**config.mk**
```make
export PLATFORM = sky130hd
export DESIGN_NAME = axis_block_framer
export DESIGN_NICKNAME = d
export VERILOG_FILES = /design/src/rtl/axis_block_framer_if.sv /design/src/rtl/axis_block_framer_skid.sv /design/src/rtl/axis_block_framer.sv
export SDC_FILE = /design/constraint.sdc
export NUM_CORES = 1
export LEC_CHECK = 0
export ABC_AREA = 1
export CORE_MARGIN = 5
export CORE_UTILIZATION = 55
export DETAILED_ROUTE_END_ITERATION = 16
export DONT_BUFFER_PORTS = 1
export PLACE_DENSITY = 0.8
export SYNTH_ARGS = -nofsm -noshare
export SYNTH_HDL_FRONTEND = slang
export SYNTH_SLANG_ARGS = --single-unit
```
**constraint.sdc**
```tcl
create_clock -name aclk -period 3.4 [get_ports aclk]
set_clock_uncertainty 0.05 [all_clocks]
set_input_delay 0.34 -clock aclk [delete_from_list [all_inputs] [get_ports aclk]]
set_output_delay 0.34 -clock aclk [all_outputs]
set_load 0.1 [all_outputs]
```
**src/rtl/axis_block_framer_if.sv**
```systemverilog
// ---------------------------------------------------------------------------
// axis_block_framer_if
//   Generic valid/ready stream bundle used between the framer core and its
//   output skid buffer (and by anything else in the adapter that wants a
//   plain payload/valid/ready channel).
//
//   payload  WIDTH  stream payload (the framer packs {tlast, tdata})
//   valid    1      payload valid
//   ready    1      consumer ready
//
//   modport master : drives payload/valid, observes ready
//   modport slave  : observes payload/valid, drives ready
// ---------------------------------------------------------------------------
interface axis_block_framer_if #(
  parameter int WIDTH = 9
);
  logic [WIDTH-1:0] payload;
  logic             valid;
  logic             ready;

  modport master (output payload, output valid, input ready);
  modport slave  (input payload, input valid, output ready);
endinterface

```
**src/rtl/axis_block_framer_skid.sv**
```systemverilog
// ---------------------------------------------------------------------------
// axis_skid_buffer
//   Two-entry FIFO-ordered skid buffer with fully registered outputs.
//   Upstream ready is a flop (high while not full), downstream payload/valid
//   come straight from the head register, so the slice breaks every
//   combinational path through it while still sustaining one beat per cycle.
//
//   aclk     in   clock, rising edge
//   aresetn  in   asynchronous active-low reset; empties the buffer
//   s_if     slave   upstream channel  (payload/valid in, ready out)
//   m_if     master  downstream channel (payload/valid out, ready in)
// ---------------------------------------------------------------------------
module axis_skid_buffer #(
  parameter int WIDTH = 9
) (
  input  logic                  aclk,
  input  logic                  aresetn,
  axis_block_framer_if.slave    s_if,
  axis_block_framer_if.master   m_if
);

  logic [WIDTH-1:0] head_q, head_d;
  logic [WIDTH-1:0] tail_q, tail_d;
  logic [1:0]       occ_q, occ_d;
  logic             valid_q, valid_d;
  logic             ready_q, ready_d;
  logic             push;
  logic             pop;

  assign m_if.payload = head_q;
  assign m_if.valid   = valid_q;
  assign s_if.ready   = ready_q;

  // Next-state for the two entries and occupancy; head is always the oldest.
  always_comb begin
    push    = s_if.valid & ready_q;
    pop     = valid_q & m_if.ready;
    head_d  = head_q;
    tail_d  = tail_q;
    occ_d   = occ_q;
    case (occ_q)
      2'd0: begin
        if (push) begin
          head_d = s_if.payload;
          occ_d  = 2'd1;
        end else begin
          occ_d  = 2'd0;
        end
      end
      2'd1: begin
        if (push && pop) begin
          // Streaming case: the new beat replaces the departing head.
          head_d = s_if.payload;
          occ_d  = 2'd1;
        end else if (push) begin
          tail_d = s_if.payload;
          occ_d  = 2'd2;
        end else if (pop) begin
          occ_d  = 2'd0;
        end else begin
          occ_d  = 2'd1;
        end
      end
      2'd2: begin
        // Full: ready is low, so only a pop can happen.
        if (pop) begin
          head_d = tail_q;
          occ_d  = 2'd1;
        end else begin
          occ_d  = 2'd2;
        end
      end
      default: begin
        occ_d = 2'd0;
      end
    endcase
    valid_d = (occ_d != 2'd0);
    ready_d = (occ_d != 2'd2);
  end

  // Buffer state registers; reset discards any buffered beats.
  always_ff @(posedge aclk or negedge aresetn) begin
    if (!aresetn) begin
      head_q  <= '0;
      tail_q  <= '0;
      occ_q   <= 2'd0;
      valid_q <= 1'b0;
      ready_q <= 1'b0;
    end else begin
      head_q  <= head_d;
      tail_q  <= tail_d;
      occ_q   <= occ_d;
      valid_q <= valid_d;
      ready_q <= ready_d;
    end
  end

endmodule

```
**src/rtl/axis_block_framer.sv**
```systemverilog
// ---------------------------------------------------------------------------
// axis_block_framer
//   Splits an AXI4-Stream into blocks of a runtime-programmable length by
//   generating TLAST; upstream TLAST still ends a block early. Optionally
//   restarts the beat grid on upstream TLAST, optionally registers the output
//   through a 2-entry skid buffer, and reports packet/short-block status.
//
//   aclk, aresetn            clock / asynchronous active-low reset
//   s_axis_*                 upstream stream (tdata, tlast, tvalid, tready)
//   m_axis_*                 downstream stream (tdata, tlast, tvalid, tready)
//   cfg_block_len            beats per block, 0 = upstream TLAST only
//   cfg_restart_on_tlast     upstream TLAST restarts the beat counter
//   stat_pkt_count           TLAST beats accepted downstream (wraps)
//   stat_short_pkt           pulse: block ended early by upstream TLAST
//   stat_in_block            beat counter is non-zero
// ---------------------------------------------------------------------------
module axis_block_framer #(
  parameter int DATA_WIDTH = 8,
  parameter int LEN_WIDTH  = 16,
  parameter int REGISTERED = 1,
  parameter int CNT_WIDTH  = 32
) (
  input  logic                  aclk,
  input  logic                  aresetn,
  input  logic [DATA_WIDTH-1:0] s_axis_tdata,
  input  logic                  s_axis_tlast,
  input  logic                  s_axis_tvalid,
  output logic                  s_axis_tready,
  output logic [DATA_WIDTH-1:0] m_axis_tdata,
  output logic                  m_axis_tlast,
  output logic                  m_axis_tvalid,
  input  logic                  m_axis_tready,
  input  logic [LEN_WIDTH-1:0]  cfg_block_len,
  input  logic                  cfg_restart_on_tlast,
  output logic [CNT_WIDTH-1:0]  stat_pkt_count,
  output logic                  stat_short_pkt,
  output logic                  stat_in_block
);

  localparam logic [LEN_WIDTH-1:0] LEN_ZERO = {LEN_WIDTH{1'b0}};
  localparam logic [LEN_WIDTH-1:0] LEN_ONE  = {{(LEN_WIDTH-1){1'b0}}, 1'b1};
  localparam logic [CNT_WIDTH-1:0] CNT_ONE  = {{(CNT_WIDTH-1){1'b0}}, 1'b1};

  logic [LEN_WIDTH-1:0] count_q, count_d;
  logic [LEN_WIDTH-1:0] len_q, len_d;
  logic [CNT_WIDTH-1:0] pkt_count_q, pkt_count_d;
  logic                 short_q, short_d;
  logic                 in_block_q, in_block_d;
  logic [LEN_WIDTH-1:0] eff_len;
  logic                 gen_last;
  logic                 tag_last;
  logic                 s_fire;
  logic                 m_fire;

  assign stat_pkt_count = pkt_count_q;
  assign stat_short_pkt = short_q;
  assign stat_in_block  = in_block_q;

  // Block framing: length latch, generated TLAST and beat counter update.
  always_comb begin
    // The first beat of a block sees the live config; later beats the latch.
    eff_len  = (count_q == LEN_ZERO) ? cfg_block_len : len_q;
    // eff_len is non-zero whenever the subtraction matters, so no underflow.
    gen_last = (eff_len != LEN_ZERO) && (count_q == (eff_len - LEN_ONE));
    tag_last = s_axis_tlast | gen_last;
    s_fire   = s_axis_tvalid & s_axis_tready;
    m_fire   = m_axis_tvalid & m_axis_tready;
    count_d  = count_q;
    len_d    = len_q;
    short_d  = 1'b0;
    if (s_fire) begin
      if (count_q == LEN_ZERO) begin
        len_d = cfg_block_len;
      end else begin
        len_d = len_q;
      end
      if (gen_last) begin
        count_d = LEN_ZERO;
      end else if (s_axis_tlast && cfg_restart_on_tlast) begin
        count_d = LEN_ZERO;
      end else begin
        count_d = count_q + LEN_ONE;
      end
      short_d = s_axis_tlast & ~gen_last & cfg_restart_on_tlast &
                (eff_len != LEN_ZERO);
    end else begin
      count_d = count_q;
    end
    in_block_d = (count_d != LEN_ZERO);
    if (m_fire && m_axis_tlast) begin
      pkt_count_d = pkt_count_q + CNT_ONE;
    end else begin
      pkt_count_d = pkt_count_q;
    end
  end

  // Framing state and status registers.
  always_ff @(posedge aclk or negedge aresetn) begin
    if (!aresetn) begin
      count_q     <= LEN_ZERO;
      len_q       <= LEN_ZERO;
      pkt_count_q <= {CNT_WIDTH{1'b0}};
      short_q     <= 1'b0;
      in_block_q  <= 1'b0;
    end else begin
      count_q     <= count_d;
      len_q       <= len_d;
      pkt_count_q <= pkt_count_d;
      short_q     <= short_d;
      in_block_q  <= in_block_d;
    end
  end

  generate
    if (REGISTERED != 0) begin : gen_reg
      axis_block_framer_if #(.WIDTH(DATA_WIDTH + 1)) sb_in_if ();
      axis_block_framer_if #(.WIDTH(DATA_WIDTH + 1)) sb_out_if ();

      assign sb_in_if.payload  = {tag_last, s_axis_tdata};
      assign sb_in_if.valid    = s_axis_tvalid;
      assign s_axis_tready     = sb_in_if.ready;
      assign m_axis_tdata      = sb_out_if.payload[DATA_WIDTH-1:0];
      assign m_axis_tlast      = sb_out_if.payload[DATA_WIDTH];
      assign m_axis_tvalid     = sb_out_if.valid;
      assign sb_out_if.ready   = m_axis_tready;

      axis_skid_buffer #(.WIDTH(DATA_WIDTH + 1)) u_skid (
        .aclk    (aclk),
        .aresetn (aresetn),
        .s_if    (sb_in_if),
        .m_if    (sb_out_if)
      );
    end else begin : gen_pass
      assign m_axis_tdata  = s_axis_tdata;
      assign m_axis_tlast  = tag_last;
      assign m_axis_tvalid = s_axis_tvalid;
      // Gate with reset so upstream never sees ready while held in reset.
      assign s_axis_tready = m_axis_tready & aresetn;
    end
  endgenerate

endmodule

```
# Word-level counts from Yosys, hierarchy flattened
# Cells that the tools add are included.
[op_classes]
mul = 0
shift = 0
eq_ne = 7
reduce_logical = 12
muxes = 15
n_div = 0
addsub = 3
n_lt_le_gt_ge = 0
bitwise_logic = 8
[ops]
columns = ["operator", "count"]
rows = [
  ["16-bit 2-to-1 mux", 4],
  ["32-bit by 1-bit adder with 32-bit output, second input constant", 1],
  ["16-bit nonzero test", 2],
  ["9-bit 2-to-1 mux", 3],
  ["9-bit case mux with 3 select lines", 1],
  ["16-bit by 1-bit adder with 16-bit output, second input constant", 1],
  ["16-bit == test", 1],
  ["16-bit logical NOT", 1],
  ["16-bit by 1-bit subtractor with 16-bit output, second input constant", 1],
  ["2-bit 2-to-1 mux", 3],
  ["2-bit by 1-bit inequality test with 1-bit output, second input constant", 3],
  ["2-bit case mux with 3 select lines", 1],
  ["1-bit AND", 5],
  ["1-bit logical AND", 4],
  ["4-bit AND reduction", 1],
  ["1-bit 2-to-1 mux", 3],
  ["3-bit AND reduction", 1],
  ["3-bit nonzero test", 1],
  ["2-bit by 1-bit == test with 1-bit output, second input constant", 1],
  ["2-bit == test, second input constant", 1],
  ["2-bit logical NOT", 1],
  ["2-bit inequality test, second input constant", 1],
  ["1-bit NOT", 2],
  ["2-bit nonzero test", 1],
  ["1-bit OR", 1],
]
[totals]
out_inout_bits = 45
register_bits = 88
romBits = 0
latch_bits = 0
mem_bits_rw = 0
memories = 0
in_bits = 30

# Longest topological paths before layout
[depth]
ltp_word = 10
depth_mapped = 28
depth_no_buf = 27

# By module
# From an unflattened synthesis, not the netlist that was laid out.
[hier_totals]
cells_unflattened = 756
hier_area_um2 = 5646.7
[by_module_without_submodules]
columns = ["module", "cells_each", "area_per_inst_um2", "instances"]
rows = [
  ["axis_block_framer", 631, 4624.4, 1],
  ["axis_skid_buffer", 125, 1022.2, 1],
]

# Least setup slack after synthesis
# OpenSTA, ideal clock, no wires.
[synth_timing]
path_type = "register to register"
startpoint = "register gen_reg.u_skid.valid_q, in the netlist gen_reg.u_skid.m_if.valid"
endpoint = "register pkt_count_q[28], in the netlist stat_pkt_count[28]"
slack_ns = -0.120
stages_incl_launch_ff = 14
required_time_ns = 3.192
t_arrival_ns = 3.311
path_cell_list = "dfrtp_1 -> nand2_1 -> nor2_2 -> nand4_1 -> nand3b_1 -> nor2_1 -> nand3_1 -> nor3_2 -> nand3_1 -> nor3_1 -> nand2_1 -> nor2_1 -> nand3_1 -> xnor2_1"
[synth_via]
elab_chain_len = 2
[synth_rtl]
columns = ["element", "line_no", "rtl"]
rows = [
  ["start, declared", "axis_block_framer_skid.sv:25", "logic valid_q, valid_d;"],
  ["start signal, assigned", "axis_block_framer_skid.sv:93", "valid_q <= valid_d;"],
  ["1-bit AND", "axis_block_framer.sv:67", "m_fire = m_axis_tvalid & m_axis_tready;"],
  ["1-bit logical AND", "axis_block_framer.sv:90", "if (m_fire && m_axis_tlast) begin"],
  ["end signal, assigned", "axis_block_framer.sv:102", "pkt_count_q <= {CNT_WIDTH{1'b0}};"],
  ["end signal, assigned", "axis_block_framer.sv:108", "pkt_count_q <= pkt_count_d;"],
  ["end, declared", "axis_block_framer.sv:46", "logic [CNT_WIDTH-1:0] pkt_count_q, pkt_count_d;"],
]
# Every way passes these cells.
# A chain may end at the register's enable or synchronous reset.

# Final worst setup path
[layout_timing]
startpoint = "register count_q[1]"
endpoint = "register in_block_q, in the netlist stat_in_block"
[layout_via]
elab_chain_len = 8
elab_cells_between_ends = 11
classes_between = "add/sub (2); eq/ne (1); mux (4); reduce/logical (4)"
[layout_rtl]
columns = ["element", "line_no", "rtl"]
rows = [
  ["start, declared", "axis_block_framer.sv:44", "logic [LEN_WIDTH-1:0] count_q, count_d;"],
  ["start signal, assigned", "axis_block_framer.sv:106", "count_q <= count_d;"],
  ["16-bit logical NOT", "axis_block_framer.sv:62", "eff_len = (count_q == LEN_ZERO) ? cfg_block_len : len_q;"],
  ["16-bit 2-to-1 mux", "-", ""],
  ["16-bit by 1-bit subtractor with 16-bit output", "axis_block_framer.sv:64", "gen_last = (eff_len != LEN_ZERO) && (count_q == (eff_len - LEN_ONE));"],
  ["16-bit == test", "axis_block_framer.sv:64", ""],
  ["1-bit logical AND", "axis_block_framer.sv:64", ""],
  ["16-bit 2-to-1 mux *", "axis_block_framer.sv:77", "if (gen_last) begin"],
  ["16-bit 2-to-1 mux *", "axis_block_framer.sv:71", "if (s_fire) begin"],
  ["named net count_d[12]", "axis_block_framer.sv:44", ""],
  ["16-bit nonzero test *", "axis_block_framer.sv:89", "in_block_d = (count_d != LEN_ZERO);"],
  ["named net in_block_d", "axis_block_framer.sv:48", "logic in_block_q, in_block_d;"],
  ["end signal, assigned", "axis_block_framer.sv:110", "in_block_q <= in_block_d;"],
  ["end, declared", "axis_block_framer.sv:48", ""],
]
# Mark *: on every way through the listed nets, which the timed path passes. The rest lies on a longest branch.

==> results.sh <==
export IMPL_gp_congestion=0.915
export IMPL_hold_start="s_axis_tdata[0]"
export IMPL_ant_nets=0
export IMPL_crit_arrival_ns=3.50
export IMPL_holdPathStages=2
export IMPL_crit_required_ns=3.61
export IMPL_clockRootBuffer="clkbuf_8"
export IMPL_cts_buffers_inserted=9
export IMPL_synth_cells=709
export IMPL_drv_cap=0
export IMPL_hold_viol=0
export IMPL_final_cells=902
export IMPL_ios=75
export IMPL_status="complete, no violations"
export IMPL_worstSetupPathType="reg -> reg"
export IMPL_vias=4768
export IMPL_endpoint_kind="flip-flop"
export IMPL_setup_slack_ns=0.113
export IMPL_drive_gt1_share_pct=20.4
export IMPL_final_setup_viol_count=0
export IMPL_synth_seq_cells=88
export IMPL_leakage_nw=3.15
export IMPL_htreeDepth=3
export IMPL_crit_fanout=8
export IMPL_dpl_worst_slack_ns=0.0203
export IMPL_met2_length_um=6440
export IMPL_grt_total_usage_pct=22.8
export IMPL_core_area_um2=9640
export IMPL_yosys_area_top_type="dfrtp_1"
export IMPL_max_freq_mhz=304
export IMPL_r2r_start="count_q[1]$_DFF_PN0_"
export IMPL_drtIter0Drc=317
export IMPL_dp_cells=872
export IMPL_fin_util_pct=64.5
export IMPL_wl_met3_um=1000
export IMPL_insertion_delay_ns=0.36
export IMPL_r2r_end="stat_in_block$_DFF_PN0_"
export IMPL_die_height_um=109
export IMPL_final_setup_tns_ns=0
export IMPL_final_max_slew_viol_count=0
export IMPL_min_period_ns=3.29
export IMPL_timing_final_crit_share_pct=96.7
export IMPL_worst_pin_slew_ns=0.956
export IMPL_ir_drop_mv=1.08
export IMPL_wire_per_inst_um=14.7
export IMPL_ys_seq_area_share_pct=41.1
export IMPL_die_w_um=109
export IMPL_drt_wl_total_um=13200
export IMPL_min_to="gen_reg.u_skid.tail_q[0]$_DFFE_PN0P_"
export IMPL_dr_max_layer_used="met4"
export IMPL_worst_r2r_setup_slack_ns=0.11
export IMPL_antenna_found_initial=0
export IMPL_yosysTopAreaCellShare_pct=41.1
export IMPL_cp_start_kind="flip-flop"
export IMPL_hp_class="in -> reg"
export IMPL_synth_area_um2=5350
export IMPL_multiInputGateArea_um2=2870
export IMPL_drc_errors=0
export IMPL_antennaDiodeCount=0
export IMPL_cts_reportedPaths_clkPinSlew_ns=0.09
export IMPL_gr_total_overflow=0
export IMPL_via_per_inst=5.29
export IMPL_slew_headroom_pct=36.3
export IMPL_grt_max_degree=89
export IMPL_final_nets=801
export IMPL_syn2layout_area_growth_pct=16.1
export IMPL_post_dp_hpwl_um=9500
export IMPL_synth_area_top_cells="dfrtp_1 (41%), nand2_1 (15%), inv_1 (5.0%)"
export IMPL_start_util_pct=55.5
export IMPL_synth_distinct_cells=32
export IMPL_drt_first_pass_iters=5
export IMPL_reg2reg_depth=25
export IMPL_n_fill_cell=859
export IMPL_grt_pass1_vias=4640
export IMPL_rsz0062_at_grt="yes"
export IMPL_avgSynthCellArea_um2=7.55
export IMPL_tritoncts="built"
export IMPL_drt_met1_wl_um=5440
export IMPL_synth_yosys_warnings=0
export IMPL_clock_sinks=88
export IMPL_port_buffers=0
export IMPL_syn_num_nets=745
export IMPL_power_per_cell_area_nw_per_um2=974
export IMPL_grt_pass1_wl_um=21400
export IMPL_die_area_um2=11800
export IMPL_seq_area_um2=2210
export IMPL_num_rows=36
export IMPL_clockBufferDepth=2
==> worst max-delay path by stage <==
| stage | to | startpoint | depth (start not counted) | slack [ns] |
|---|---|---|---|---|
| finish | stat_in_block$_DFF_PN0_ | count_q[1]$_DFF_PN0_ | 25 | 0.11 |
| global route | stat_in_block$_DFF_PN0_ | count_q[0]$_DFF_PN0_ | 25 | -0.23 |
| CTS | stat_in_block$_DFF_PN0_ | count_q[1]$_DFF_PN0_ | 24 | 0.004 |
| detailed placement | stat_in_block$_DFF_PN0_ | count_q[1]$_DFF_PN0_ | 24 | 0.02 |
| global placement | stat_in_block$_DFF_PN0_ | count_q[1]$_DFF_PN0_ | 24 | 0.18 |
| floorplan | stat_pkt_count[28]$_DFFE_PN0P_ | stat_pkt_count[0]$_DFFE_PN0P_ | 12 | 0.006 |
==> final cells by class <==
class	count	area share (%)
clock buffers	9	1.99
inverters	75	4.53
multi-input cells	532	46.2
repair buffers	59	7.61
flip-flops and latches	88	35.5
well taps	133	2.68
clock inverters	6	1.49
==> power breakdown <==
part           total [W]  switching (W)  internal, W
clock network   0.000820       0.000405     0.000415
logic            0.00331        0.00221      0.00109
registers        0.00193       0.000608      0.00132
total            0.00606        0.00323      0.00283
==> cell families (layout without fill, tap and decap cells) <==
logic type,Yosys count,after routing,synth area share [%]
and+or+nand+nor,421,422,37.4
adders and majority gates,6,6,1.40
buffers and inverters,90,149,7.01
AOI/OAI and AO/OA,61,61,5.91
muxes,1,1,0.210
DFF,88,88,41.1
xor gates and xnor gates,42,42,6.87
==> worst max-delay path: stages (launching register included) <==
cell and delay, ns:
dfrtp_2 0.41, inv_2 0.07, ha_4 0.14, inv_2 0.03, nor2_1 0.08, nand2_1 0.09
nor2_4 0.17, nand2_2 0.10, nand2_2 0.11, nand2_4 0.08, ha_4 0.27, xor2_1 0.13
nand3_1 0.08, nor2_1 0.10, nand3_1 0.11, nor2_1 0.11, nand3_1 0.14, nor2_4 0.21
nand2_4 0.11, buf_8 0.17, nand2_4 0.05, o21ai_2 0.06, nor2_1 0.11, nand2_1 0.06
nor2_1 0.10, nand2_1 0.05
==> metal layers <==
| metal | GRT usage [%] | up-vias |
|---|---|---|
| met5 | 0 | - |
| met4 | 8.84 | 0 |
| met3 | 5.92 | 28 |
| met2 | 38.2 | 182 |
| met1 | 28.4 | 2213 |
| li1 | - | 2345 |
==> synth_stat cells <==
| cell type | instances |
|---|---|
| xor2_1 | 27 |
| nor2_8 | 3 |
| nor3_2 | 2 |
| nor2_1 | 65 |
| clkbuf_1 | 8 |
| o21ai_1 | 2 |
| o31ai_1 | 1 |
| inv_1 | 72 |
| nor2_4 | 8 |
| buf_1 | 1 |
| dfrtp_1 | 88 |
| ha_1 | 6 |
| nand4_1 | 6 |
| nand3_2 | 3 |
| buf_4 | 2 |
| nand2_1 | 219 |
| buf_6 | 4 |
| nor3b_1 | 2 |
| o21ai_0 | 44 |
| a31oi_1 | 7 |
| inv_2 | 3 |
| nor2_2 | 7 |
| nand3b_1 | 12 |
| nor4_1 | 1 |
| nor3_1 | 13 |
| xnor2_1 | 15 |
| nand2_2 | 20 |
| nand3_1 | 52 |
| nand2_4 | 7 |
| mux2_2 | 1 |
| nor3_4 | 1 |
| a21oi_1 | 7 |
==> repair_timing <==
| action | in CTS | in global routing |
|---|---|---|
| hold buffers | 2 | 0 |
| endpoints found under the setup margin | 0 | 2 |
| setup buffers | 0 | 12 |
| gates resized for setup | 0 | 34 |
| endpoints found under the hold margin | 88 | 0 |
==> per-stage QoR <==
stage | instance area [um2] | power [W] | hold WS [ns]
floorplan | 5360 | 0.00432 | -0.00559
detailed placement | 5770 | 0.00497 | -0.00222
global route | 6220 | 0.00652 | 0.0648
global placement | 5770 | 0.00487 | -0.00230
finish | 6220 | 0.00606 | 0.0670
CTS | 6020 | 0.00583 | 0.0436
==> cell usage in the layout (no fill, tap or decap), drive strengths merged <==
cell type	instances
a21oi	7
a31oi	7
buf	58
bufinv	2
clkbuf	9
clkinvlp	2
dfrtp	88
dlygate4sd3	1
ha	6
inv	77
mux2	1
nand2	247
nand3	55
nand3b	12
nand4	6
nor2	83
nor3	16
nor3b	2
nor4	1
o21ai	46
o31ai	1
xnor2	15
xor2	27
==> registers in the layout, summed over array words and instances (netlist names) <==
signal	count
stat_in_block	1
stat_short_pkt	1
gen_reg.u_skid.m_if.valid	1
gen_reg.u_skid.occ_q	2
len_q	16
count_q	16
gen_reg.u_skid.s_if.ready	1
stat_pkt_count	32
gen_reg.u_skid.tail_q	9
gen_reg.u_skid.m_if.payload	9
Note: power is estimated with default switching activity, not from simulation.
